<file path="src/rtl/shifter_pkg.sv">
// ---------------------------------------------------------------------------
// shifter_pkg
//   Shared types and constants for the sequential multi-lane shifter.
//   shift_mode_e : encoding of the in_mode port (SLL, SRL, SRA, ROR).
//   fsm_state_e  : control states of shifter_seq_nch.
//   SHIFT_MODE_W : width of the mode field.
// ---------------------------------------------------------------------------
package shifter_pkg;

    localparam int SHIFT_MODE_W = 2;

    typedef enum logic [SHIFT_MODE_W-1:0] {
        SH_SLL = 2'b00,
        SH_SRL = 2'b01,
        SH_SRA = 2'b10,
        SH_ROR = 2'b11
    } shift_mode_e;

    typedef enum logic [1:0] {
        ST_IDLE,
        ST_SHIFT,
        ST_DONE
    } fsm_state_e;

endpackage : shifter_pkg

</file>
<file path="src/rtl/shifter_lane_step.sv">
// ---------------------------------------------------------------------------
// shifter_lane_step
//   Combinational single-lane step: shifts one W-bit lane by k (0..STEP)
//   positions in the requested mode.
//   Optional feature macro: SHIFTER_ROTATE_EN (mode ROR rotates right within
//   the lane; when undefined, ROR is treated as SRL and no rotate logic exists).
// Ports
//   lane_i  in   W     lane value before this step
//   k_i     in   KW    positions to shift this step (never exceeds STEP)
//   mode_i  in   mode  SLL / SRL / SRA / ROR
//   lane_o  out  W     lane value after this step
// ---------------------------------------------------------------------------
module shifter_lane_step
    import shifter_pkg::*;
#(
    parameter int W    = 8,
    parameter int STEP = 1,
    parameter int KW   = $clog2(STEP + 1)
) (
    input  logic [W-1:0]  lane_i,
    input  logic [KW-1:0] k_i,
    input  shift_mode_e   mode_i,
    output logic [W-1:0]  lane_o
);

`ifdef SHIFTER_ROTATE_EN
    logic [2*W-1:0] rot;
`endif

    always_comb begin
        // NOTE: every output of a combinational block gets a default first so
        // no path leaves it unassigned, which would otherwise infer a latch.
        lane_o = lane_i;
`ifdef SHIFTER_ROTATE_EN
        rot    = '0;
`endif
        unique case (mode_i)
            SH_SLL: lane_o = lane_i << k_i;
            SH_SRL: lane_o = lane_i >> k_i;
            // The lane MSB is preserved by every arithmetic step, so the sign
            // seen here is always the one captured at accept.
            SH_SRA: lane_o = W'($signed(lane_i) >>> k_i);
`ifdef SHIFTER_ROTATE_EN
            SH_ROR: begin
                // Doubling the lane lets a plain right shift bring the low
                // bits around into the top of the result.
                rot    = {lane_i, lane_i} >> k_i;
                lane_o = rot[W-1:0];
            end
`else
            SH_ROR: lane_o = lane_i >> k_i;
`endif
            default: lane_o = lane_i;
        endcase
    end

endmodule : shifter_lane_step

</file>
<file path="src/rtl/shifter_seq_nch.sv">
// ---------------------------------------------------------------------------
// shifter_seq_nch
//   Iterative NCH-lane shifter. All lanes shift by a common run-time amount,
//   at most STEP positions per clock, with valid/ready on input and output
//   and a single operation in flight.
//   Optional feature macro: SHIFTER_ROTATE_EN (enables ROR for mode 11).
// Parameters
//   W     lane width (power of two, >= 2)
//   NCH   number of lanes (>= 1)
//   STEP  max positions shifted per cycle (1..W)
//   SHW   shift-amount width, derived from W
// Ports
//   clk        in   1       rising-edge clock
//   rst_n      in   1       synchronous active-low reset
//   in_valid   in   1       request valid
//   in_ready   out  1       high only in IDLE and out of reset
//   in_data    in   NCH*W   packed lanes, lane i = in_data[i*W +: W]
//   in_amt     in   SHW     shift amount 0..W-1
//   in_mode    in   2       00 SLL, 01 SRL, 10 SRA, 11 ROR/SRL
//   out_valid  out  1       result valid, held until out_ready
//   out_ready  in   1       result consumed on out_valid & out_ready
//   out_data   out  NCH*W   shifted lanes
//   busy       out  1       high in SHIFT or DONE
// ---------------------------------------------------------------------------
module shifter_seq_nch
    import shifter_pkg::*;
#(
    parameter  int W    = 8,
    parameter  int NCH  = 2,
    parameter  int STEP = 1,
    localparam int SHW  = $clog2(W)
) (
    input  logic                    clk,
    input  logic                    rst_n,
    input  logic                    in_valid,
    output logic                    in_ready,
    input  logic [NCH*W-1:0]        in_data,
    input  logic [SHW-1:0]          in_amt,
    input  logic [SHIFT_MODE_W-1:0] in_mode,
    output logic                    out_valid,
    input  logic                    out_ready,
    output logic [NCH*W-1:0]        out_data,
    output logic                    busy
);

    localparam int KW = $clog2(STEP + 1);

    fsm_state_e         state_q;
    shift_mode_e        mode_q;
    logic [SHW-1:0]     remaining_q;
    logic [SHW-1:0]     remaining_d;
    logic [NCH*W-1:0]   data_q;
    logic [NCH*W-1:0]   data_d;
    logic               out_valid_q;
    logic [KW-1:0]      k;

    // Ready is purely a function of state so upstream never sees it depend
    // on its own valid; it is also forced low while reset is asserted.
    assign in_ready  = (state_q == ST_IDLE) && rst_n;
    assign busy      = (state_q != ST_IDLE);
    assign out_valid = out_valid_q;
    assign out_data  = data_q;

    // Step size for this cycle: full STEP until the tail, then the remainder.
    always_comb begin
        if (int'(remaining_q) >= STEP) begin
            k = KW'(STEP);
        end else begin
            k = KW'(remaining_q);
        end
        // k never exceeds remaining_q (< W), so it fits in SHW bits.
        remaining_d = remaining_q - SHW'(k);
    end

    for (genvar i = 0; i < NCH; i++) begin : g_lane
        shifter_lane_step #(
            .W    (W),
            .STEP (STEP),
            .KW   (KW)
        ) u_lane (
            .lane_i (data_q[i*W +: W]),
            .k_i    (k),
            .mode_i (mode_q),
            .lane_o (data_d[i*W +: W])
        );
    end

    // NOTE: reset is tested inside the clocked block, so it only takes effect
    // on a rising edge; there is deliberately no rst_n in the sensitivity list.
    always_ff @(posedge clk) begin
        if (!rst_n) begin
            // NOTE: state is updated with non-blocking assignments so every
            // register samples the pre-edge values of the others.
            state_q     <= ST_IDLE;
            mode_q      <= SH_SLL;
            remaining_q <= '0;
            data_q      <= '0;
            out_valid_q <= 1'b0;
        end else begin
            unique case (state_q)
                ST_IDLE: begin
                    if (in_valid && in_ready) begin
                        data_q      <= in_data;
                        mode_q      <= shift_mode_e'(in_mode);
                        remaining_q <= in_amt;
                        state_q     <= (in_amt == '0) ? ST_DONE : ST_SHIFT;
                    end
                end
                ST_SHIFT: begin
                    data_q      <= data_d;
                    remaining_q <= remaining_d;
                    if (remaining_d == '0) begin
                        state_q <= ST_DONE;
                    end
                end
                ST_DONE: begin
                    // First DONE cycle raises out_valid; it then holds with
                    // data frozen until the consumer takes it.
                    if (!out_valid_q) begin
                        out_valid_q <= 1'b1;
                    end else if (out_ready) begin
                        out_valid_q <= 1'b0;
                        state_q     <= ST_IDLE;
                    end
                end
                default: begin
                    state_q <= ST_IDLE;
                end
            endcase
        end
    end

endmodule : shifter_seq_nch

</file>
<file path="config.mk">
export PLATFORM = sky130hd
export DESIGN_NAME = shifter_seq_nch
export DESIGN_NICKNAME = d
export VERILOG_FILES = /design/src/rtl/shifter_pkg.sv /design/src/rtl/shifter_lane_step.sv /design/src/rtl/shifter_seq_nch.sv
export SDC_FILE = /design/constraint.sdc
export NUM_CORES = 1
export LEC_CHECK = 0
export ABC_CLOCK_PERIOD_IN_PS = 1500
export CAP_MARGIN = 5
export CELL_PAD_IN_SITES_DETAIL_PLACEMENT = 1
export CELL_PAD_IN_SITES_GLOBAL_PLACEMENT = 1
export CORE_MARGIN = 5
export CORE_UTILIZATION = 30
export DETAILED_ROUTE_END_ITERATION = 6
export GPL_TIMING_DRIVEN = 0
export PLACE_DENSITY = 0.76
export SLEW_MARGIN = 20
export SYNTH_ARGS = -nofsm -noshare
export SYNTH_HDL_FRONTEND = slang
export SYNTH_SLANG_ARGS = --single-unit
</file>
<file path="constraint.sdc">
create_clock -name clk -period 1.5 [get_ports clk]
set_input_delay 0.3 -clock clk [delete_from_list [all_inputs] [get_ports clk]]
set_output_delay 0.3 -clock clk [all_outputs]
set_load 0.02 [all_outputs]
</file>
### Yosys cells after proc, flatten, opt, wreduce, memory -nomap -nowiden

Cells that the tools add are included.
W data, S select, Z words.

| word-level totals | value |
|---|---|
| bits in registers | 24 |
| bits in latches | 0 |
| memory bits (writable) | 0 |
| ROM bits | 0 |
| input bits | 25 |
| output and inout bits | 19 |
| logic and storage cells | 49 |
| memories | 0 |

| cells by class | value |
|---|---|
| add/subtract/negate cells | 1 |
| multipliers | 0 |
| div/mod/pow operators | 0 |
| order comparisons | 1 |
| eq/ne operators | 9 |
| shifts and indexed selects | 6 |
| muxes and demuxes | 15 |
| bitwise gates (word level) | 0 |
| reductions and logical operators | 12 |

Operator list:

| kind | number |
|---|---|
| $pmux W8 S3 | 2 |
| $pmux W16 S2 | 1 |
| $mux W16 | 1 |
| $shl A8 B1 Y8 | 2 |
| $shr A8 B1 Y8 | 2 |
| $sshr A8 B1 Y8 | 2 |
| $mux W2 | 5 |
| $eq A2 B2 Y1 const B | 3 |
| $logic_not A3 Y1 | 2 |
| $ne A2 B2 Y1 const B | 3 |
| $pmux W2 S3 | 1 |
| $pmux W3 S2 | 1 |
| $eq A2 B1 Y1 const B | 2 |
| $logic_not A2 Y1 | 2 |
| $reduce_and A2 Y1 | 2 |
| $reduce_and A4 Y1 | 1 |
| $reduce_bool A2 Y1 | 2 |
| $ge A3 B1 Y1 const B | 1 |
| $mux W1 | 3 |
| $mux W3 | 1 |
| $sub A3 B1 Y3 | 1 |
| $logic_and A1 B1 Y1 | 2 |
| $ne A2 B1 Y1 const B | 1 |
| $reduce_or A2 Y1 | 1 |

### Logic depth before layout (Yosys ltp)

| logic depth | value |
|---|---|
| depth in word-level cells | 6 |
| depth in mapped cells | 7 |
| gate-level depth less buffers | 6 |

### Cells and area by module

A second synthesis with hierarchy kept.

| unflattened totals | value |
|---|---|
| cell total of the unflattened synthesis | 196 |
| area total of the unflattened synthesis | 1556.5 um2 |

Modules (own cells, without submodules):

| module | times used | cells each | area each (um2) | sequential area each (um2) |
|---|---|---|---|---|
| shifter_seq_nch | 1 | 128 | 1136.1 | 480.5 |
| shifter_lane_step | 2 | 34 | 210.2 | 0.0 |

### Worst setup path before layout

No wires, ideal clock.

| path | value |
|---|---|
| path kind | reg-to-reg |
| start | register remaining_q[0] |
| end | register state_q[0] |
| library setup time | 0.115 ns |
| arrival | 1.504 ns |
| required time | 1.385 ns |
| slack | -0.119 ns |
| stages on the path, launching flop included | 8 |
| buffers on the path | 1 |
| period minus slack after synthesis | 1.619 ns |
| path through | dfxtp_1 > nor3_2 > buf_4 > nor2_1 > ha_1 > xnor2_1 > a21oi_1 > o21a_1 |

| between the ends | value |
|---|---|
| longest elaborated chain between the ends | 6 |

Ends and longest elaborated chain:

| item | RTL line | text |
|---|---|---|
| start, declared | shifter_seq_nch.sv:50 | `logic [SHW-1:0] remaining_q;` |
| start signal, assigned | shifter_seq_nch.sv:105 | `remaining_q <= in_amt;` |
| start signal, assigned | shifter_seq_nch.sv:111 | `remaining_q <= remaining_d;` |
| $ge A3 B1 Y1 | shifter_seq_nch.sv:66 | `if (int'(remaining_q) >= STEP) begin` |
| $mux W1 | shifter_seq_nch.sv:66 |  |
| $sub A3 B1 Y3 * | shifter_seq_nch.sv:72 | `remaining_d = remaining_q - SHW'(k);` |
| $logic_not A3 Y1 * | shifter_seq_nch.sv:112 | `if (remaining_d == '0) begin` |
| $ne A2 B2 Y1 (no line) * | n/a |  |
| $reduce_and A4 Y1 (no line) * | n/a |  |
| end signal, assigned | shifter_seq_nch.sv:106 | `state_q <= (in_amt == '0) ? ST_DONE : ST_SHIFT;` |
| end, declared | shifter_seq_nch.sv:48 | `fsm_state_e state_q;` |

Mark *: on every way between the ends. The rest lies on a longest branch, timed or not.
A chain may end at the register's enable or synchronous reset.

### Worst setup path in the final report

| path | value |
|---|---|
| start | register remaining_q[2] |
| end | register state_q[1] |

Same word-level chain as after synthesis.

==> results.cfg <==
[status]
status = completed

[grt]
grt_max_degree = 14
globalRoute.totalOverflow = 0
grt_antenna_before_repair = 0
grtUsageTotal_pct = 16.8
grt_pass1_wl_mm = 8.27
grt_pass1_vias = 1674

[drt]
drtAntennaViolNets = 0
routed_via_density = 5.25
drtPass1Iterations = 4
wl_per_cell_um = 17.0
drt-initial-drc-count = 55
drc_errors = 0
wirelength_mm = 5.10
vias = 1576

[cells_and_area]
fin_nets = 261
design_area_um2 = 2260
utilization_pct = 47.9
areaGrowthSynthToFinish_pct = 56.1
diodes = 0
instances_no_fill = 300
fill_cells = 554
final_cell_mix = 22 x nand2_1, 22 x clkdlybuf4s50_1, 19 x dlygate4sd2_1, 19 x dfxtp_1, 13 x a31oi_1
drive_above_1_share_pct = 27.9

[logic_synthesis]
synth_top_flop_cell = dfxtp_1
async_flop_share_pct = 0
ys_warn_count = 0
synth_compound_area_share_pct = 31.1
synth_cells = 174
ys_types = 45
netlist_area_um2 = 1450
yosysSeqAreaShare_pct = 33.1
synth_xor_area_share_pct = 0.604
synth_simple_gate_area_share_pct = 18.1
synth_edf_count = 0
synthMuxAreaShare_pct = 8.54
synthAdderAreaFrac_pct = 1.73
ys_ff_latch = 24
synth_nets = 201
synth_top_family_by_area = compound AO/OA/AOI/OAI gates
syn_area_per_cell_um2 = 8.33

[die]
start_util_pct = 30.7
die_area_um2 = 6320
die_y_um = 79.5
rows = 25
fp.dieW_um = 79.5
io-pin-count = 44
fp.coreArea_um2 = 4720

[clocking]
htree_levels = 1
clockBufferDepth = 2
numCtsBuffers = 3
cts_root_buf = clkbuf_8
numClockSinks = 24
clk_pin_slew_ns = 0.09
cts_tree = built
clock_latency_ns = 0.27

[power]
p_per_area_nw_per_um2 = 982
power.leakage_nw = 0.898
total_power_w = 0.00222
ir_drop_v = 0.000365

[timing]
finalCriticalPeriod_ns = 1.46
maxSlewViolCount = 0
worstMarginPinSlew_ns = 0.472
fin_skew_ns = 0.00833
maxSlewHeadroom_pct = 68.5
rsz0062_at_grt = true
setup_viol = 0
fin_crit_sh_pct = 97.4
max_freq_mhz = 685
finalHoldViolations = 0

[setup_path]
worstSetupEndpointType = flop
cp_slowest_stage_delay_ns = 0.38
crit_slowest_cell = dfxtp_4
ff2ff_path_depth = 7
critical_path.cell_chain = nor3_4, buf_6, nor2_4, ha_4, xnor2_2, a32oi_1, nor2_1
required_ns = 1.67
path_class = reg2reg
crit_arrival_ns = 1.63
critPathLaunchType = flop
path_max_fanout = 5

[run]
drv_cap = 0

[placed_design]
placed_cell_area_um2 = 2010
dp_hpwl_mm = 3.57
place_inst = 284
place.gp.congestion = 0.762
port_buffers = 43

[hold_path]
hp-class = reg2reg
hold_depth = 2
==> critical path, delay by kind of cell (launching register included) <==
kind / cells / cell delay (ns)
adder cells (fa/ha/maj): 1 / 0.16
flip-flops: 1 / 0.38
buffers and inverters: 1 / 0.16
AND/OR/NAND/NOR: 3 / 0.32
XOR/XNOR: 1 / 0.14
AO/OA/AOI/OAI: 1 / 0.20
==> state kept, by name, indices dropped and copies added, names as in the netlist <==
| register | cells |
|---|---|
| remaining_q | 3 |
| state_q | 2 |
| mode_q | 2 |
| out_valid | 1 |
| out_data | 16 |
==> cell usage after synthesis (all sizes together), types with 2 or more instances <==
master / number / share of area (%)
a311oi: 2 / 2.4
mux2: 11 / 8.5
a222oi: 2 / 1.4
a21oi: 7 / 2.4
clkbuf: 5 / 1.3
buf: 8 / 4.0
a22oi: 9 / 4.7
a31oi: 13 / 5.6
inv: 6 / 1.6
nor3: 5 / 3.2
o211ai: 2 / 1.0
nand2: 23 / 6.0
o2bb2ai: 3 / 1.8
o21a: 2 / 1.0
o21ai: 16 / 5.5
dfxtp: 24 / 33
nand3: 5 / 1.7
nor2: 11 / 3.0
ha: 2 / 1.7
==> kinds of logic after synthesis <==
kind of cell / after synthesis
adder cells (fa/ha/maj): 2
AND/OR/NAND/NOR: 52
buffers and inverters: 19
XOR/XNOR: 1
AO/OA/AOI/OAI: 65
multiplexers: 11
flip-flops: 24
==> per-stage QoR <==
step                      TNS [ns]  worst slack [ns]  hold slack, ns
after floorplan            -0.0117           -0.0117           0.409
after global placement      -11.50             -1.13           0.499
after detailed placement    -12.17             -1.16           0.505
after CTS                        0           0.00386           0.518
after global routing        -0.273           -0.0622           0.546
final                            0            0.0397           0.527
==> final cells by class <==
| type | count | area (µm²) | share of cell area [%] |
|---|---|---|---|
| Buffer | 11 | 103 | 4.53 |
| Clock buffer | 4 | 45.0 | 1.99 |
| Inverter | 6 | 26.3 | 1.16 |
| Multi-Input combinational cell | 131 | 977 | 43.2 |
| Sequential cell | 24 | 497 | 21.9 |
| Tap cell | 67 | 83.8 | 3.70 |
| Timing Repair Buffer | 57 | 532 | 23.5 |
==> path summary, 6_finish.rpt <==
kind	slack, ns	start	to
worst min-delay path	0.53	mode_q[0]	mode_q[0]
worst max register to register	0.04	remaining_q[2]	state_q[1]
worst min register to register	0.53	mode_q[0]	mode_q[0]
worst max-delay path	0.04	remaining_q[2]	state_q[1]
==> metal layers <==
| layer | track usage (%) | wire length [µm] | vias to the layer above |
|---|---|---|---|
| li1 | - | - | 768 |
| met1 | 21.4 | 2320 | 763 |
| met2 | 28.8 | 2450 | 38 |
| met3 | 2.71 | 255 | 7 |
| met4 | 5.15 | 75 | 0 |
| met5 | 0 | 0 | - |
==> power by group <==
part | internal [W] | switching [W] | leakage (nW)
combinational | 0.000497 | 0.000498 | 0.674
sequential | 0.000716 | 0.000102 | 0.201
clock | 0.000190 | 0.000220 | 0.0228
total | 0.00140 | 0.000820 | 0.898
==> repair_timing <==
action                                  4_1_cts  5_1_grt
pin swaps                                     3        7
cloned                                        0        0
gates resized for setup                      47       28
buffers inserted                              8        6
hold buffers                                  0        0
endpoints found under the setup margin       41       18
Note: power is estimated with default switching activity, not from simulation.
